===== config.mk =====
export PLATFORM = sky130hd
export DESIGN_NAME = disp_scanout
export DESIGN_NICKNAME = d
export VERILOG_FILES = /design/src/rtl/disp_scanout.sv
export SDC_FILE = /design/constraint.sdc
export NUM_CORES = 1
export LEC_CHECK = 0
export BUFFER_PORTS_ARGS = -buffer_cell sky130_fd_sc_hd__clkbuf_2
export CORE_MARGIN = 10
export CORE_UTILIZATION = 35
export DETAILED_ROUTE_END_ITERATION = 8
export PLACE_DENSITY_LB_ADDON = 0.3
export SLEW_MARGIN = 20
export SYNTH_ARGS = -nofsm -noshare
export SYNTH_HDL_FRONTEND = slang
export SYNTH_SLANG_ARGS = --single-unit

===== constraint.sdc =====
create_clock -name clk_sys_i -period 7.9 [get_ports clk_sys_i]
set_input_delay 0.79 -clock clk_sys_i [delete_from_list [all_inputs] [get_ports clk_sys_i]]
set_output_delay 0.79 -clock clk_sys_i [all_outputs]
set_load 0.02 [all_outputs]

===== src/rtl/disp_scanout.sv =====
// disp_scanout: framebuffer scan-out reader.
// Fetches the front buffer from SDRAM through one read-only arbiter port into a prefetch
// FIFO and hands pixels to the LCD timing block on demand. Owns the double-buffer flip:
// a swap request is latched and applied at the next frame_start.
//
// Ports:
//   clk_sys_i, reset_i          system clock, asynchronous active-high reset
//   frame_start_i               one-cycle pulse at start of vblank (flip + restart fetch)
//   pix_req_i                   consume one pixel; pix_data_o/pix_valid_o answer next cycle
//   pix_data_o, pix_valid_o     pixel and "real data" flag (0 = underflow)
//   swap_i, stat_o              renderer swap request, currently displayed buffer
//   mem_addr_o/req_o/wr_o       arbiter read request (wr tied 0), held until mem_ack_i
//   mem_ack_i, mem_valid_i,
//   mem_data_i                  request accepted, in-order read return
//
// Optional feature (macro DISP_SCANOUT_STATS_EN): adds underflow_cnt_o (saturating) and
// frame_cnt_o (wrapping) and shows underflowed pixels as red instead of black.
module disp_scanout #(
  parameter int unsigned   AN   = 24,
  parameter int unsigned   DN   = 16,
  parameter logic [AN-1:0] BASE = '0,
  parameter logic [AN-1:0] SWAP = AN'(32'h100000),
  parameter int unsigned   W    = 800,
  parameter int unsigned   H    = 480,
  parameter int unsigned   FN   = 32
) (
  input  logic          clk_sys_i,
  input  logic          reset_i,
  input  logic          frame_start_i,
  input  logic          pix_req_i,
  output logic [DN-1:0] pix_data_o,
  output logic          pix_valid_o,
  input  logic          swap_i,
  output logic          stat_o,
  output logic [AN-1:0] mem_addr_o,
  output logic          mem_req_o,
  output logic          mem_wr_o,
  input  logic          mem_ack_i,
  input  logic          mem_valid_i,
  input  logic [DN-1:0] mem_data_i
`ifdef DISP_SCANOUT_STATS_EN
  ,
  output logic [15:0]   underflow_cnt_o,
  output logic [15:0]   frame_cnt_o
`endif
);

  localparam int unsigned NPix = W * H;
  localparam int unsigned PW   = $clog2(NPix + 1);
  localparam int unsigned CW   = $clog2(FN + 1);
  localparam int unsigned CW1  = CW + 1;
  localparam int unsigned AW   = $clog2(FN);

  localparam logic [PW-1:0]  NPixW   = PW'(NPix);
  localparam logic [PW-1:0]  LastIdx = PW'(NPix - 1);
  localparam logic [CW:0]    FnW     = CW1'(FN);
`ifdef DISP_SCANOUT_STATS_EN
  localparam logic [DN-1:0]  UfData  = DN'(16'hf800);
`else
  localparam logic [DN-1:0]  UfData  = '0;
`endif

  typedef enum logic [1:0] {StIdle, StFetch, StDone} state_e;

  state_e          state_q, state_d;
  logic            stat_q, stat_d;
  logic            swap_pend_q, swap_pend_d;
  logic [AN-1:0]   addr_q, addr_d;
  logic [PW-1:0]   issued_q, issued_d;
  logic [CW-1:0]   inflight_q, inflight_d;
  logic [CW-1:0]   count_q, count_d;
  logic [CW-1:0]   discard_q, discard_d;
  logic [AW-1:0]   wr_ptr_q, wr_ptr_d;
  logic [AW-1:0]   rd_ptr_q, rd_ptr_d;
  logic [DN-1:0]   pix_data_q, pix_data_d;
  logic            pix_valid_q, pix_valid_d;
  logic [DN-1:0]   fifo_q [FN];

  logic            ack, pop, empty, fifo_we;
  logic [CW:0]     occ;

  // Occupancy includes words still in flight so the FIFO can never overflow.
  assign occ       = {1'b0, count_q} + {1'b0, inflight_q};
  assign mem_req_o = (state_q == StFetch) && (occ < FnW) && (issued_q < NPixW);
  assign ack       = mem_req_o & mem_ack_i;
  assign empty     = (count_q == '0);
  assign pop       = pix_req_i & ~empty;
  // Returns belonging to the previous frame are dropped; a flush also drops this cycle's.
  assign fifo_we   = mem_valid_i & (discard_q == '0) & ~frame_start_i;

  assign mem_addr_o  = addr_q;
  assign mem_wr_o    = 1'b0;
  assign stat_o      = stat_q;
  assign pix_data_o  = pix_data_q;
  assign pix_valid_o = pix_valid_q;

  always_comb begin
    state_d     = state_q;
    stat_d      = stat_q;
    swap_pend_d = swap_pend_q;
    addr_d      = addr_q;
    issued_d    = issued_q;
    inflight_d  = inflight_q + CW'(ack) - CW'(mem_valid_i);
    count_d     = count_q + CW'(fifo_we) - CW'(pop);
    discard_d   = discard_q;
    wr_ptr_d    = fifo_we ? wr_ptr_q + AW'(1) : wr_ptr_q;
    rd_ptr_d    = pop ? rd_ptr_q + AW'(1) : rd_ptr_q;
    pix_valid_d = pop;
    pix_data_d  = pix_data_q;

    if (pop) begin
      pix_data_d = fifo_q[rd_ptr_q];
    end else if (pix_req_i) begin
      pix_data_d = UfData;
    end

    if (mem_valid_i && (discard_q != '0)) begin
      discard_d = discard_q - CW'(1);
    end

    if (ack) begin
      addr_d   = addr_q + AN'(1);
      issued_d = issued_q + PW'(1);
      if (issued_q == LastIdx) begin
        state_d = StDone;
      end
    end

    if (swap_i) begin
      swap_pend_d = 1'b1;
    end

    if (frame_start_i) begin
      stat_d      = stat_q ^ (swap_pend_q | swap_i);
      swap_pend_d = 1'b0;
      addr_d      = BASE + (stat_d ? SWAP : '0);
      issued_d    = '0;
      count_d     = '0;
      wr_ptr_d    = '0;
      rd_ptr_d    = '0;
      // Everything still outstanding (including an ack this cycle) is old-frame data.
      discard_d   = inflight_d;
      state_d     = StFetch;
    end
  end

  always_ff @(posedge clk_sys_i or posedge reset_i) begin
    if (reset_i) begin
      state_q     <= StIdle;
      stat_q      <= 1'b0;
      swap_pend_q <= 1'b0;
      addr_q      <= BASE;
      issued_q    <= '0;
      inflight_q  <= '0;
      count_q     <= '0;
      discard_q   <= '0;
      wr_ptr_q    <= '0;
      rd_ptr_q    <= '0;
      pix_data_q  <= '0;
      pix_valid_q <= 1'b0;
    end else begin
      state_q     <= state_d;
      stat_q      <= stat_d;
      swap_pend_q <= swap_pend_d;
      addr_q      <= addr_d;
      issued_q    <= issued_d;
      inflight_q  <= inflight_d;
      count_q     <= count_d;
      discard_q   <= discard_d;
      wr_ptr_q    <= wr_ptr_d;
      rd_ptr_q    <= rd_ptr_d;
      pix_data_q  <= pix_data_d;
      pix_valid_q <= pix_valid_d;
    end
  end

  // Storage needs no reset: count_q gates every read.
  always_ff @(posedge clk_sys_i) begin
    if (fifo_we) begin
      fifo_q[wr_ptr_q] <= mem_data_i;
    end
  end

`ifdef DISP_SCANOUT_STATS_EN
  logic [15:0] uf_cnt_q, uf_cnt_d;
  logic [15:0] fr_cnt_q, fr_cnt_d;

  always_comb begin
    uf_cnt_d = uf_cnt_q;
    fr_cnt_d = fr_cnt_q;
    if (pix_req_i && empty && (uf_cnt_q != 16'hffff)) begin
      uf_cnt_d = uf_cnt_q + 16'd1;
    end
    if (frame_start_i) begin
      fr_cnt_d = fr_cnt_q + 16'd1;
    end
  end

  always_ff @(posedge clk_sys_i or posedge reset_i) begin
    if (reset_i) begin
      uf_cnt_q <= '0;
      fr_cnt_q <= '0;
    end else begin
      uf_cnt_q <= uf_cnt_d;
      fr_cnt_q <= fr_cnt_d;
    end
  end

  assign underflow_cnt_o = uf_cnt_q;
  assign frame_cnt_o     = fr_cnt_q;
`endif

endmodule


=== After elaboration in Yosys (flattened, before gate mapping) ===
Memory sizes are Yosys's and may differ from the RTL's.
Cells that the tools add are included.

* Flip-flop bits (word level): 92
* Bits in writable memories: 512
* Input port bits: 23
* Output and inout bits: 44
* Memories kept: 1

* Add/subtract/negate cells: 10
* Magnitude comparators: 2
* Equality and inequality tests: 2
* Multiplexer cells: 21
* Bitwise operators: 8
* Reductions and logical operators: 14

{| class="wikitable"
|+ Memories
! memory !! depth !! bits a word !! read ports !! clocked after memory_dff !! wr ports !! line !! text
|-
| fifo_q || 32 || 16 || 1 || 0 || 1 || 77 || <nowiki>logic [DN-1:0] fifo_q [FN];</nowiki>
|}

{| class="wikitable"
|+ Operators with widths
! cell !! number
|-
| two-way mux 24 bit || 2
|-
| two-way mux 19 bit || 2
|-
| two-way mux 16 bit || 2
|-
| adder 24 x 1 -> 24 bit (second input constant) || 1
|-
| two-way mux 21 bit || 1
|-
| two-way mux 5 bit || 4
|-
| adder 19 x 1 -> 19 bit (second input constant) || 1
|-
| equality test 19 bit (second input constant) || 1
|-
| < comparator 19 bit (second input constant) || 1
|-
| two-way mux 6 bit || 3
|-
| nonzero test 2 bit || 7
|-
| adder 6 x 1 -> 6 bit || 2
|-
| logical NOT 6 bit || 2
|-
| subtractor 6 x 1 -> 6 bit || 2
|-
| adder 5 x 1 -> 5 bit (second input constant) || 2
|-
| adder 6 x 6 -> 7 bit || 1
|-
| < comparator 7 x 6 -> 1 bit (second input constant) || 1
|-
| two-way mux 2 bit || 3
|-
| nonzero test 6 bit || 1
|-
| subtractor 6 x 1 -> 6 bit (second input constant) || 1
|-
| AND 1 bit || 4
|-
| two-way mux 1 bit || 4
|-
| logical AND 1 bit || 3
|-
| equality test 2 x 1 -> 1 bit (second input constant) || 1
|-
| other kinds (4) || 5
|}

=== Longest topological paths before layout ===
* Word-level depth: 8
* Gate-level depth with buffers: 18

=== Worst setup path after synthesis ===
OpenSTA, ideal clock, no wires.

* Path type: flip-flop to flip-flop
* Start point: reg inflight_q[5]
* End point: reg discard_q[4]
* Setup time: 0.125 ns
* Arrival: 3.252 ns
* Required time: 7.775 ns
* Path slack: 4.523 ns
* Cell stages (with the launch flop): 19
* Clock period less this slack: 3.377 ns
* Cell sequence: dfrtp_1 ha_1 nor3_2 and4_1 and4_1 buf_6 inv_4 buf_2 buf_2 ha_1 inv_1 ha_1 inv_1 fa_1 inv_1 a21oi_1 o21ai_0 xor2_1 mux2_2

* Word-level cells in the longest chain between the ends: 8

{| class="wikitable"
|+ RTL lines
! what !! line !! text
|-
| start: declaration || 70 || <nowiki>logic [CW-1:0] inflight_q, inflight_d;</nowiki>
|-
| start signal: assignment || 167 || <nowiki>inflight_q <= inflight_d;</nowiki>
|-
| adder 6 x 6 -> 7 bit || 83 || <nowiki>assign occ = {1'b0, count_q} + {1'b0, inflight_q};</nowiki>
|-
| < comparator 7 x 6 -> 1 bit || 84 || <nowiki>assign mem_req_o = (state_q == StFetch) && (occ < FnW) && (issued_q < NPixW);</nowiki>
|-
| logical AND 1 bit (2 in series) || 84 ||
|-
| AND 1 bit || 85 || <nowiki>assign ack = mem_req_o & mem_ack_i;</nowiki>
|-
| adder 6 x 1 -> 6 bit || 103 || <nowiki>inflight_d = inflight_q + CW'(ack) - CW'(mem_valid_i);</nowiki>
|-
| subtractor 6 x 1 -> 6 bit || 103 ||
|-
| via inflight_d[4] || 70 ||
|-
| two-way mux 6 bit || 133 || <nowiki>if (frame_start_i) begin</nowiki>
|-
| end signal: assignment || 169 || <nowiki>discard_q <= discard_d;</nowiki>
|-
| end: declaration || 72 || <nowiki>logic [CW-1:0] discard_q, discard_d;</nowiki>
|}

The timed path passes the listed nets, and every way through them passes these cells.
A chain may end at the register's enable or synchronous reset.

=== Worst setup path after layout ===
Ends and elaborated chain as after synthesis.

==> metrics.log <==
[metrics] status: completed
[metrics] Max Fclk: 0.265 GHz
[metrics] power per unit of standard cell area: 296 nW/um^2
[metrics] ys async rst share: 15.2%
[metrics] Ys Warns: 0
[metrics] share of final-layout standard cells stronger than drive strength 1: 19.8%
[metrics] unrepaired setup endpoints after global routing: false
[metrics] register bit count reported by yosys: 604
[metrics] post-synthesis net count: 1,553
[metrics] LEAKAGE: 9.34 nW
[metrics] count of hold buffers inserted by post-cts repair: 0
[metrics] via count normalized by instance count: 5.36
[metrics] CTS H-tree lvls: 3
[metrics] element type at the critical path end: flop
[metrics] post-route ant nets: 0
[metrics] slack of the worst reg-to-reg path: 4.13 ns
[metrics] clock transition at the registers of the reported paths: 0.06 ns
[metrics] Slew headroom: 32.5%
[metrics] number of global-route vias before repair: 14,107
[metrics] width of the chip: 286 um
[metrics] post-synthesis cell count: 1,501
[metrics] port bufs: 65
[metrics] number of design-rule violations left by the first detailed-router iteration: 1,213
[metrics] Post-DP Area: 26,200 um^2
[metrics] vertical extent of the die: 286 um
[metrics] portion of the post-synthesis area used by sequential elements: 71.5%
[metrics] number of pins with negative max-slew slack in the final report: 0
[metrics] final worst-path cycle share: 47.7%
[metrics] weighted congestion reported at the end of routability-driven placement: 0.867
[metrics] Bufs on Longest Clock Path: 3
[metrics] wire per inst: 24.1 um
[metrics] insertion delay to the later sink of the worst-skew pair: 0.62 ns
[metrics] critical path type: reg -> reg
[metrics] Post-DP HPWL: 37,600 um
[metrics] final setup violation count: 0
[metrics] measured slew at the worst slew-check pin: 1.01 ns
[metrics] area of the die: 81,600 um^2
[metrics] total inserted antenna cells: 0
[metrics] buffer count from post-CTS setup fixing: 0
[metrics] setup total negative slack: 0 ns
[metrics] startpoint kind of the worst setup timing path: flop
[metrics] Final Hold Fails: 0
[metrics] number of nets in the finished design: 1,651
[metrics] Clock Tree Root: sky130_fd_sc_hd__clkbuf_16
[metrics] top-level port count: 67
[metrics] Residual DRC: 0
[metrics] Req. time, crit path: 8.39 ns
[metrics] worst setup timing slack at the placement stage: 4.13 ns
[metrics] antenna violations before repair: 2
[metrics] TritonCTS clock tree: done
[metrics] worst-case vdd ir drop: 0.150 mV
[metrics] largest net degree at the start of global routing: 72
[metrics] Clock Sink Count: 604
[metrics] hold slack: 0.220 ns
[metrics] wire length of the first global-routing pass: 93,200 um
[metrics] Placeable Area: 70,000 um^2
[metrics] setup ws final: 4.13 ns
[metrics] syn avg cell area: 16.5 um^2
[metrics] total number of vias: 13,888
[metrics] post-CTS sizing: 0
[metrics] FP Rows: 97
[metrics] type of the tightest min-delay check: in -> async
[metrics] maximum single-stage delay on the critical path: 0.49 ns
[metrics] EDFF count, synth: 512
[metrics] final instance area: 28,400 um^2
[metrics] number of buffers and inverters on the critical path: 4
[metrics] min Tclk post-route: 3.77 ns
[metrics] data arrival time of the critical path: 4.26 ns
[metrics] critical-path cell with the highest stage delay: sky130_fd_sc_hd__and4_1
[metrics] routed wire length: 62,300 um
[metrics] first-pass iteration count of the detailed router: 5
[metrics] ordered list of cells on the worst path: ha_1 > nor3_2 > and4_1 > and4_1 > inv_4 > ha_1 > inv_1 > ha_1 > inv_1 > fa_1 > inv_1 > a21oi_1 > o21ai_0 > xor2_1 > mux2_2
[metrics] final core occ: 40.6%
[metrics] total global-route track usage: 15.1%
[metrics] worst clock skew: 0.0227 ns
[metrics] max-cap violation count: 0
[metrics] Distinct cells, synth: 58
[metrics] TritonCTS Buffers: 67
[metrics] layout overhead on the synthesized area: 14.9%
[metrics] Top Family by Delay on Critical Path: adder cells
[metrics] Initial Utilization: 35.3%
[metrics] total overflow reported by the global router: 0
[metrics] prevailing post-synth register cell: sky130_fd_sc_hd__edfxtp_1
[metrics] critical path fanouts, max: 50
[metrics] Mapped Area: 24,700 um^2
## path summary, 6_finish.rpt
path | start | end | cells after the start
setup / recovery | inflight_q[5]$_DFF_PP0_ | discard_q[4]$_DFFE_PP0P_ | 15
hold / removal | reset_i | swap_pend_q$_DFFE_PP0P_ | 2
setup reg to reg | inflight_q[5]$_DFF_PP0_ | discard_q[4]$_DFFE_PP0P_ | 15
hold reg to reg | state_q[0]$_DFFE_PP0P_ | state_q[0]$_DFFE_PP0P_ | 1
max in group asynchronous | reset_i | rd_ptr_q[0]$_DFFE_PP0P_ | 3
min in group clk_sys_i | swap_i | swap_pend_q$_DFFE_PP0P_ | 3
## layout by cell type (no fill, tap or decap), types with 15 or more instances in the layout
cell and n:
sky130_fd_sc_hd__xnor2_1 15, sky130_fd_sc_hd__nor2b_1 23, sky130_fd_sc_hd__buf_4 42, sky130_fd_sc_hd__mux2_2 27, sky130_fd_sc_hd__ha_1 27, sky130_fd_sc_hd__nand4_1 20, sky130_fd_sc_hd__nand2_1 51, sky130_fd_sc_hd__or3_1 31
sky130_fd_sc_hd__mux2i_1 74, sky130_fd_sc_hd__a22oi_1 23, sky130_fd_sc_hd__nor2_1 101, sky130_fd_sc_hd__o22ai_1 26, sky130_fd_sc_hd__clkbuf_16 68, sky130_fd_sc_hd__a21oi_1 81, sky130_fd_sc_hd__o21ai_0 28, sky130_fd_sc_hd__mux4_2 80
sky130_fd_sc_hd__edfxtp_1 512, sky130_fd_sc_hd__inv_1 34, sky130_fd_sc_hd__nand3_1 23, sky130_fd_sc_hd__dfrtp_1 90, sky130_fd_sc_hd__clkbuf_2 65
## layer usage
layer  global-route usage [%]  vias to the layer above  part of all wire [%]
li1                         -                     6115                     -
met3                     3.61                      119                   6.9
met5                        0                        -                 0.021
met2                     23.9                      458                    47
met1                     20.4                     7194                    43
met4                     4.71                        2                   2.8
## worst register-to-register path: stages (launching register included)
cell	delay [ns]
sky130_fd_sc_hd__dfrtp_1	0.40
sky130_fd_sc_hd__ha_1	0.31
sky130_fd_sc_hd__nor3_2	0.17
sky130_fd_sc_hd__and4_1	0.24
sky130_fd_sc_hd__and4_1	0.49
sky130_fd_sc_hd__inv_4	0.28
sky130_fd_sc_hd__ha_1	0.37
sky130_fd_sc_hd__inv_1	0.06
sky130_fd_sc_hd__ha_1	0.17
sky130_fd_sc_hd__inv_1	0.06
sky130_fd_sc_hd__fa_1	0.40
sky130_fd_sc_hd__inv_1	0.07
sky130_fd_sc_hd__a21oi_1	0.06
sky130_fd_sc_hd__o21ai_0	0.18
sky130_fd_sc_hd__xor2_1	0.12
sky130_fd_sc_hd__mux2_2	0.27
## layout make-up
type	count	area, um^2
Tap cell	940	1180
Fill cell	6267	41600
Inverter	36	140
Timing Repair Buffer	108	661
Clock inverter	41	433
Sequential cell	604	17700
Multi-Input combinational cell	782	6560
Clock buffer	80	1750
## stage by stage
stage	total power [mW]	instances
after floorplan	4.89	1501
after global placement	5.38	2470
after detailed placement	5.41	2470
after CTS	8.50	2591
after global routing	8.78	2591
final	8.40	2591
## cell usage after synthesis (all sizes together) (11+ instances only)
cell type	n	area share, %
edfxtp	512	62
nor2	102	1.5
dfrtp	92	9.3
a21oi	81	1.6
mux4	80	7.3
mux2i	74	3.0
nand2	51	0.77
clkbuf	40	0.61
buf	39	0.84
inv	36	0.56
or3	31	0.78
o21ai	28	0.57
ha	27	1.4
mux2	27	1.2
o22ai	26	0.66
nor2b	24	0.61
a22oi	23	0.70
nand3	23	0.47
nand4	20	0.51
xnor2	15	0.53
a2111oi	14	0.50
or4	14	0.43
o31a	12	0.43
o31ai	11	0.33
xor2	11	0.39
## state kept, by name (all words and copies together), names as in the netlist, 6 cells and up
signal / count
count_q: 6
discard_q: 6
fifo_q: 512
inflight_q: 6
issued_q: 19
mem_addr_o: 24
pix_data_o: 16
## cells by family (layout without fill, tap and decap cells)
family | after synthesis | in the layout | share of synthesized area (%)
flip-flops | 604 | 604 | 71.5
AND/OR/NAND/NOR | 316 | 316 | 6.58
AO/OA/AOI/OAI | 229 | 229 | 5.91
multiplexers | 181 | 181 | 11.5
buffers and inverters | 115 | 265 | 2.00
adder cells (fa/ha/maj) | 29 | 29 | 1.53
XOR/XNOR | 26 | 26 | 0.921
other | 1 | 1 | 0.0152
## where the power goes
part | switching, mW | internal (mW)
sequential | 0.169 | 3.57
clock | 1.29 | 1.80
combinational | 0.908 | 0.669
(Power assumes the default switching activity.)
